--- config.mk ---
export PLATFORM = sky130hd
export DESIGN_NAME = demux_dispatcher
export DESIGN_NICKNAME = d
export VERILOG_FILES = /design/src/rtl/demux_dispatcher.sv
export SDC_FILE = /design/constraint.sdc
export NUM_CORES = 1
export LEC_CHECK = 0
export BUFFER_PORTS_ARGS = -buffer_cell sky130_fd_sc_hd__buf_2
export CORE_MARGIN = 5
export CORE_UTILIZATION = 45
export CTS_CLUSTER_DIAMETER = 40
export DETAILED_ROUTE_END_ITERATION = 16
export GPL_TIMING_DRIVEN = 0
export PLACE_DENSITY = 0.74
export SLEW_MARGIN = 20
export SYNTH_ARGS = -nofsm -noshare
export SYNTH_HDL_FRONTEND = slang
export SYNTH_SLANG_ARGS = --single-unit
--- constraint.sdc ---
create_clock -name clk -period 4.1 [get_ports clk]
set_input_delay 0.205 -clock clk [delete_from_list [all_inputs] [get_ports clk]]
set_output_delay 0.205 -clock clk [all_outputs]
set_load 0.01 [all_outputs]
--- src/rtl/demux_dispatcher.sv ---
// Dispatches one input word to the next enabled channel of eight, round-robin.
// Latency: one cycle from input transfer to out_valid.
// Backpressure: in_ready follows ch_ready[sel] while a word is held; a stalled word is never dropped.
module demux_dispatcher #(
    parameter int WIDTH = 8
) (
    input  logic             clk,
    input  logic             rst,
    input  logic             in_valid,
    output logic             in_ready,
    input  logic [WIDTH-1:0] in_data,
    input  logic [7:0]       ch_en,
    input  logic [7:0]       ch_ready,
    output logic [2:0]       sel,
    output logic [7:0]       out_valid,
    output logic [WIDTH-1:0] out_data,
    output logic [15:0]      disp_cnt,
    output logic             stall_err
);

    typedef enum logic {
        IDLE = 1'b0,
        SEND = 1'b1
    } state_t;

    state_t           state_q;
    state_t           state_d;
    logic [2:0]       sel_d;
    logic [2:0]       rr_ptr;
    logic [3:0]       stall_cnt;
    logic [WIDTH-1:0] data_q;
    logic             ch_xfer;
    logic             in_xfer;
    logic [2:0]       base;
    logic [2:0]       pick;
    logic [2:0]       idx;
    logic             found;

    assign ch_xfer  = (state_q == SEND) && ch_ready[sel];
    assign in_ready = !rst && (|ch_en) && ((state_q == IDLE) || ch_ready[sel]);
    assign in_xfer  = in_valid && in_ready;

    // Back-to-back words search from the channel after the one just drained.
    always_comb begin
        base  = ch_xfer ? (sel + 3'd1) : rr_ptr;
        pick  = base;
        found = 1'b0;
        idx   = base;
        for (int k = 0; k < 8; k++) begin
            idx = base + 3'(k);
            if (!found && ch_en[idx]) begin
                pick  = idx;
                found = 1'b1;
            end
        end
    end

    always_comb begin
        state_d = state_q;
        sel_d   = sel;
        case (state_q)
            IDLE: begin
                if (in_xfer) begin
                    state_d = SEND;
                    sel_d   = pick;
                end
            end
            SEND: begin
                if (ch_xfer) begin
                    state_d = in_xfer ? SEND : IDLE;
                    if (in_xfer) begin
                        sel_d = pick;
                    end
                end
            end
            default: state_d = IDLE;
        endcase
    end

    always_ff @(posedge clk) begin
        if (rst) begin
            state_q <= IDLE;
            sel     <= 3'd0;
        end else begin
            state_q <= state_d;
            sel     <= sel_d;
        end
    end

    always_ff @(posedge clk) begin
        if (rst) begin
            rr_ptr    <= 3'd0;
            data_q    <= '0;
            disp_cnt  <= 16'd0;
            stall_cnt <= 4'd0;
            stall_err <= 1'b0;
        end else begin
            if (in_xfer) begin
                data_q <= in_data;
            end
            if (ch_xfer) begin
                rr_ptr    <= sel + 3'd1;
                disp_cnt  <= disp_cnt + 16'd1;
                stall_cnt <= 4'd0;
            end else if (state_q == SEND) begin
                if (stall_cnt != 4'd15) begin
                    stall_cnt <= stall_cnt + 4'd1;
                end
                // Flag on the same edge the counter hits 15 so it is visible in the 16th stalled cycle.
                if (stall_cnt >= 4'd14) begin
                    stall_err <= 1'b1;
                end
            end
        end
    end

    assign out_valid = (state_q == SEND) ? (8'd1 << sel) : 8'd0;
    assign out_data  = data_q;

endmodule

==> metrics.txt <==
# TYPE chip_impl_metric gauge
chip_impl_info{name="critPathKind",value="flip-flop to flip-flop"} 1
chip_impl_info{name="hp-start",value="in_data[4]"} 1
chip_impl_metric{name="antenna_found_initial",unit=""} 0
chip_impl_metric{name="met2_usage",unit="%"} 31.4
chip_impl_metric{name="number_of_enable_type_register_cells_in_the_synthesized_netlist",unit=""} 0
chip_impl_info{name="most_common_cell_in_the_netlist",value="sky130_fd_sc_hd__nand2_1"} 1
chip_impl_metric{name="final_std_cells_w_o_fill",unit=""} 508
chip_impl_metric{name="synth.lib_cells_used.distinct",unit=""} 64
chip_impl_metric{name="fp.coreArea",unit="mm^2"} 0.00635
chip_impl_metric{name="synthToLayoutAreaGrowth",unit="%"} 18.2
chip_impl_metric{name="start_util",unit="%"} 46.4
chip_impl_metric{name="ir_worst_vdd",unit="mV"} 0.264
chip_impl_metric{name="final.min_clock_period",unit="ps"} 3930
chip_impl_metric{name="final_nets",unit=""} 467
chip_impl_metric{name="cts.clk_slew.worst_paths",unit="ps"} 70
chip_impl_metric{name="first_iter_violations",unit=""} 250
chip_impl_metric{name="finish.instance_area",unit="mm^2"} 0.00348
chip_impl_metric{name="skew",unit="ps"} 8.18
chip_impl_metric{name="clock-sinks",unit=""} 36
chip_impl_metric{name="timing_max_transition_violations_final",unit=""} 0
chip_impl_metric{name="placedInstanceArea",unit="mm^2"} 0.00333
chip_impl_metric{name="worst_pin_slew",unit="ps"} 617
chip_impl_metric{name="firstDrtPassIters",unit=""} 5
chip_impl_metric{name="via_count_of_the_first_global_routing_pass",unit=""} 2835
chip_impl_metric{name="pre_cts_ws",unit="ps"} -106
chip_impl_info{name="rsz_0062_raised_after_global_routing",value="no"} 1
chip_impl_info{name="grt_busiest_layer",value="met2"} 1
chip_impl_metric{name="numPortBuffers",unit=""} 58
chip_impl_metric{name="overflow",unit=""} 0
chip_impl_metric{name="ys.warnings.count",unit=""} 0
chip_impl_metric{name="power.density_cell_area",unit="mW/mm^2"} 413
chip_impl_info{name="timing.rr.end",value="sel[0]"} 1
chip_impl_metric{name="final_core_utilization",unit="%"} 54.8
chip_impl_metric{name="yosysTopAreaCellShare",unit="%"} 24.5
chip_impl_metric{name="worst-r2r-setup-slack",unit="ps"} 170
chip_impl_metric{name="pin_count_of_the_biggest_net_entering_global_routing",unit=""} 12
chip_impl_metric{name="path_max_fanout",unit=""} 10
chip_impl_metric{name="cp.arrival",unit="ps"} 4090
chip_impl_metric{name="route.detailed.vias_per_inst",unit=""} 5.89
chip_impl_info{name="kind_of_end_point_of_the_critical_path",value="flip-flop"} 1
chip_impl_metric{name="syn-mean-instance-area",unit="um^2"} 8.07
chip_impl_metric{name="place.detailed.hpwl",unit="um"} 6370
chip_impl_metric{name="syn-instance-count",unit=""} 365
chip_impl_metric{name="timing.final.ws_setup",unit="ps"} 169
chip_impl_metric{name="min_delay_path_depth",unit=""} 3
chip_impl_metric{name="hold_violations",unit=""} 0
chip_impl_metric{name="buffers_from_clock_root_to_sink_at_most",unit=""} 2
chip_impl_metric{name="netlist_area",unit="mm^2"} 0.00294
chip_impl_metric{name="critical_path_required",unit="ps"} 4260
chip_impl_info{name="ctsRootBufferMaster",value="sky130_fd_sc_hd__clkbuf_8"} 1
chip_impl_metric{name="route.final.wire_length",unit="um"} 8330
chip_impl_metric{name="hold_slack",unit="ps"} 145
chip_impl_metric{name="vias",unit=""} 2993
chip_impl_metric{name="standard_cell_row_count",unit=""} 29
chip_impl_metric{name="n_fill_cell",unit=""} 603
chip_impl_metric{name="design.die.area",unit="mm^2"} 0.00826
chip_impl_metric{name="worst_skew_pair.late_latency",unit="ps"} 290
chip_impl_metric{name="diodes",unit=""} 0
chip_impl_metric{name="placedCellCount",unit=""} 500
chip_impl_metric{name="syn_nets",unit=""} 402
chip_impl_metric{name="share_of_post_route_cells_with_drive_strength_above_1",unit="%"} 23.0
chip_impl_metric{name="detail_route.drc_violations",unit=""} 0
chip_impl_info{name="min_path_type",value="input port to flip-flop"} 1
chip_impl_metric{name="htree_levels",unit=""} 2
chip_impl_info{name="synth.area.top_cells",value="sky130_fd_sc_hd__dfxtp_1 24%, sky130_fd_sc_hd__mux2i_1 8.5%, sky130_fd_sc_hd__nand2_1 7.1%"} 1
chip_impl_metric{name="numCtsBuffers",unit=""} 5
chip_impl_metric{name="floorplan.io_pins",unit=""} 64
chip_impl_metric{name="static-leakage-power",unit="nW"} 1.54
chip_impl_info{name="post_synth_most_frequent_cells",value="56 x sky130_fd_sc_hd__nand2_1, 46 x sky130_fd_sc_hd__nor2_1, 36 x sky130_fd_sc_hd__dfxtp_1"} 1
chip_impl_metric{name="dieWidth",unit="um"} 90.9
chip_impl_metric{name="cts_hold_buf",unit=""} 0
chip_impl_metric{name="finalSetupViolations",unit=""} 0
chip_impl_info{name="post-synth-top-area-cell",value="sky130_fd_sc_hd__dfxtp_1"} 1
chip_impl_metric{name="fmaxAchievable",unit="MHz"} 254
chip_impl_metric{name="route.antenna.remaining_nets",unit=""} 0
chip_impl_metric{name="grt_first_pass_wirelength",unit="um"} 13800
chip_impl_metric{name="chipHeight",unit="um"} 90.9
chip_impl_metric{name="grt_use_total",unit="%"} 19.9
chip_impl_metric{name="timing.reg2reg.worst_path_depth",unit=""} 16
chip_impl_metric{name="wl_per_cell",unit="um"} 16.4
chip_impl_info{name="status",value="completed"} 1
chip_impl_metric{name="globalRouteMet1Util",unit="%"} 26.2
chip_impl_metric{name="gp_routability_congestion",unit=""} 0.942
chip_impl_metric{name="slew_headroom",unit="%"} 57.7
chip_impl_metric{name="yosys_register_bits",unit=""} 36
chip_impl_info{name="r2r-start",value="sel[0]"} 1
chip_impl_info{name="timing.hold.worst_endpoint",value="out_data[4]"} 1
chip_impl_info{name="cts_tree",value="built"} 1
chip_impl_info{name="startpoint_kind_of_the_worst_setup_timing_path",value="flip-flop"} 1
chip_impl_metric{name="groute.layer.met3.usage",unit="%"} 5.33
chip_impl_metric{name="seq_area_frac_synth",unit="%"} 24.5
chip_impl_metric{name="post-route-period-util",unit="%"} 95.9
chip_impl_metric{name="max_cap_violations",unit=""} 0
chip_impl_info{name="ys_dominant_reg_cell",value="sky130_fd_sc_hd__dfxtp_1"} 1
chip_impl_metric{name="async_reset_ff_share",unit="%"} 0
[report_power, final]
part           total, mW  switching [mW]  internal [mW]
clock network      0.341           0.126          0.215
registers          0.399          0.0300          0.369
logic              0.698           0.421          0.277
total               1.44           0.577          0.861
[critical path, cell delays in order, from the launching register on]
cell	delay, ps
sky130_fd_sc_hd__dfxtp_2	390
sky130_fd_sc_hd__buf_6	150
sky130_fd_sc_hd__mux2_2	350
sky130_fd_sc_hd__o22a_2	260
sky130_fd_sc_hd__nand3_4	120
sky130_fd_sc_hd__buf_6	190
sky130_fd_sc_hd__mux2i_4	310
sky130_fd_sc_hd__inv_4	90
sky130_fd_sc_hd__buf_2	200
sky130_fd_sc_hd__ha_2	240
sky130_fd_sc_hd__xnor2_2	200
sky130_fd_sc_hd__buf_6	180
sky130_fd_sc_hd__mux4_2	530
sky130_fd_sc_hd__a31oi_1	190
sky130_fd_sc_hd__o2bb2ai_1	130
sky130_fd_sc_hd__xnor2_1	190
sky130_fd_sc_hd__o21ai_1	70
[area by class of cell]
type                    count  area [um^2]  area share [%]
inverters                  14         55.1            1.58
repair buffers             59          298            8.56
flip-flops and latches     36          722            20.7
well taps                  77         96.3            2.77
plain buffers              19         97.6            2.80
clock buffers               7         96.3            2.77
clock inverters             1         30.0           0.863
multi-input cells         295         2090            59.9
[what timing repair did]
item	in CTS	in global routing
setup endpoints to repair	3	3
pin swaps	0	1
resized for setup	1	4
buffers inserted	1	0
[cell families (layout without fill, tap and decap cells)]
| family | Yosys count | in the layout | share of synthesized area, % |
|---|---|---|---|
| xor gates and xnor gates | 24 | 24 | 7.14 |
| muxes | 35 | 35 | 15.1 |
| AOI/OAI and AO/OA | 74 | 74 | 19.7 |
| and+or+nand+nor | 152 | 152 | 24.1 |
| adders and majority gates | 10 | 10 | 4.25 |
| DFF | 36 | 36 | 24.5 |
| buffers and inverters | 34 | 100 | 5.18 |
[layer usage]
layer / routed length [um] / vias up / part of all wire (%)
li1: - / 1437 / -
met1: 3530 / 1362 / 42
met2: 3700 / 177 / 44
met3: 945 / 17 / 11
met4: 157 / 0 / 1.9
met5: 0 / - / 0
[state kept, by name, summed over array words and instances, names as in the netlist]
name	count
disp_cnt	16
out_data	8
rr_ptr	3
sel	3
stall_cnt	4
stall_err	1
state_q	1
[placed cells by master, fill, tap and decap left out, types with 4 or more instances in the layout]
| master | instances |
|---|---|
| sky130_fd_sc_hd__a21oi_1 | 8 |
| sky130_fd_sc_hd__nand3_1 | 13 |
| sky130_fd_sc_hd__clkbuf_8 | 7 |
| sky130_fd_sc_hd__xnor2_1 | 8 |
| sky130_fd_sc_hd__ha_1 | 9 |
| sky130_fd_sc_hd__and3_1 | 13 |
| sky130_fd_sc_hd__clkbuf_1 | 10 |
| sky130_fd_sc_hd__buf_2 | 61 |
| sky130_fd_sc_hd__mux4_2 | 4 |
| sky130_fd_sc_hd__o21ai_0 | 10 |
| sky130_fd_sc_hd__nor2_1 | 46 |
| sky130_fd_sc_hd__a2111oi_0 | 6 |
| sky130_fd_sc_hd__dfxtp_1 | 35 |
| sky130_fd_sc_hd__a32oi_1 | 6 |
| sky130_fd_sc_hd__mux2i_1 | 25 |
| sky130_fd_sc_hd__nand2_1 | 56 |
| sky130_fd_sc_hd__a31oi_1 | 4 |
| sky130_fd_sc_hd__a211oi_1 | 5 |
| sky130_fd_sc_hd__inv_1 | 11 |
| sky130_fd_sc_hd__a22oi_1 | 5 |
| sky130_fd_sc_hd__a21o_1 | 5 |
| sky130_fd_sc_hd__xor2_1 | 15 |
[how the worst max path moves through the flow]
stage / startpoint / slack [ps] / cells past startpoint / endpoint
2_1_floorplan: sel[0] / 360 / 17 / sel[2]
3_3_place_gp: sel[0] / -70 / 17 / sel[2]
3_5_place_dp: sel[0] / -110 / 17 / sel[2]
4_1_cts: sel[0] / 40 / 16 / sel[0]
5_1_grt: sel[0] / 30 / 16 / sel[0]
6_report: sel[0] / 170 / 16 / sel[0]
[per-stage QoR]
step	power (mW)	setup TNS, ps
after floorplan	0.914	0
after global placement	1.06	-115
after detailed placement	1.08	-179
after CTS	1.42	0
after global routing	1.53	0
final	1.44	0
Power figures use the tool's default switching activity.
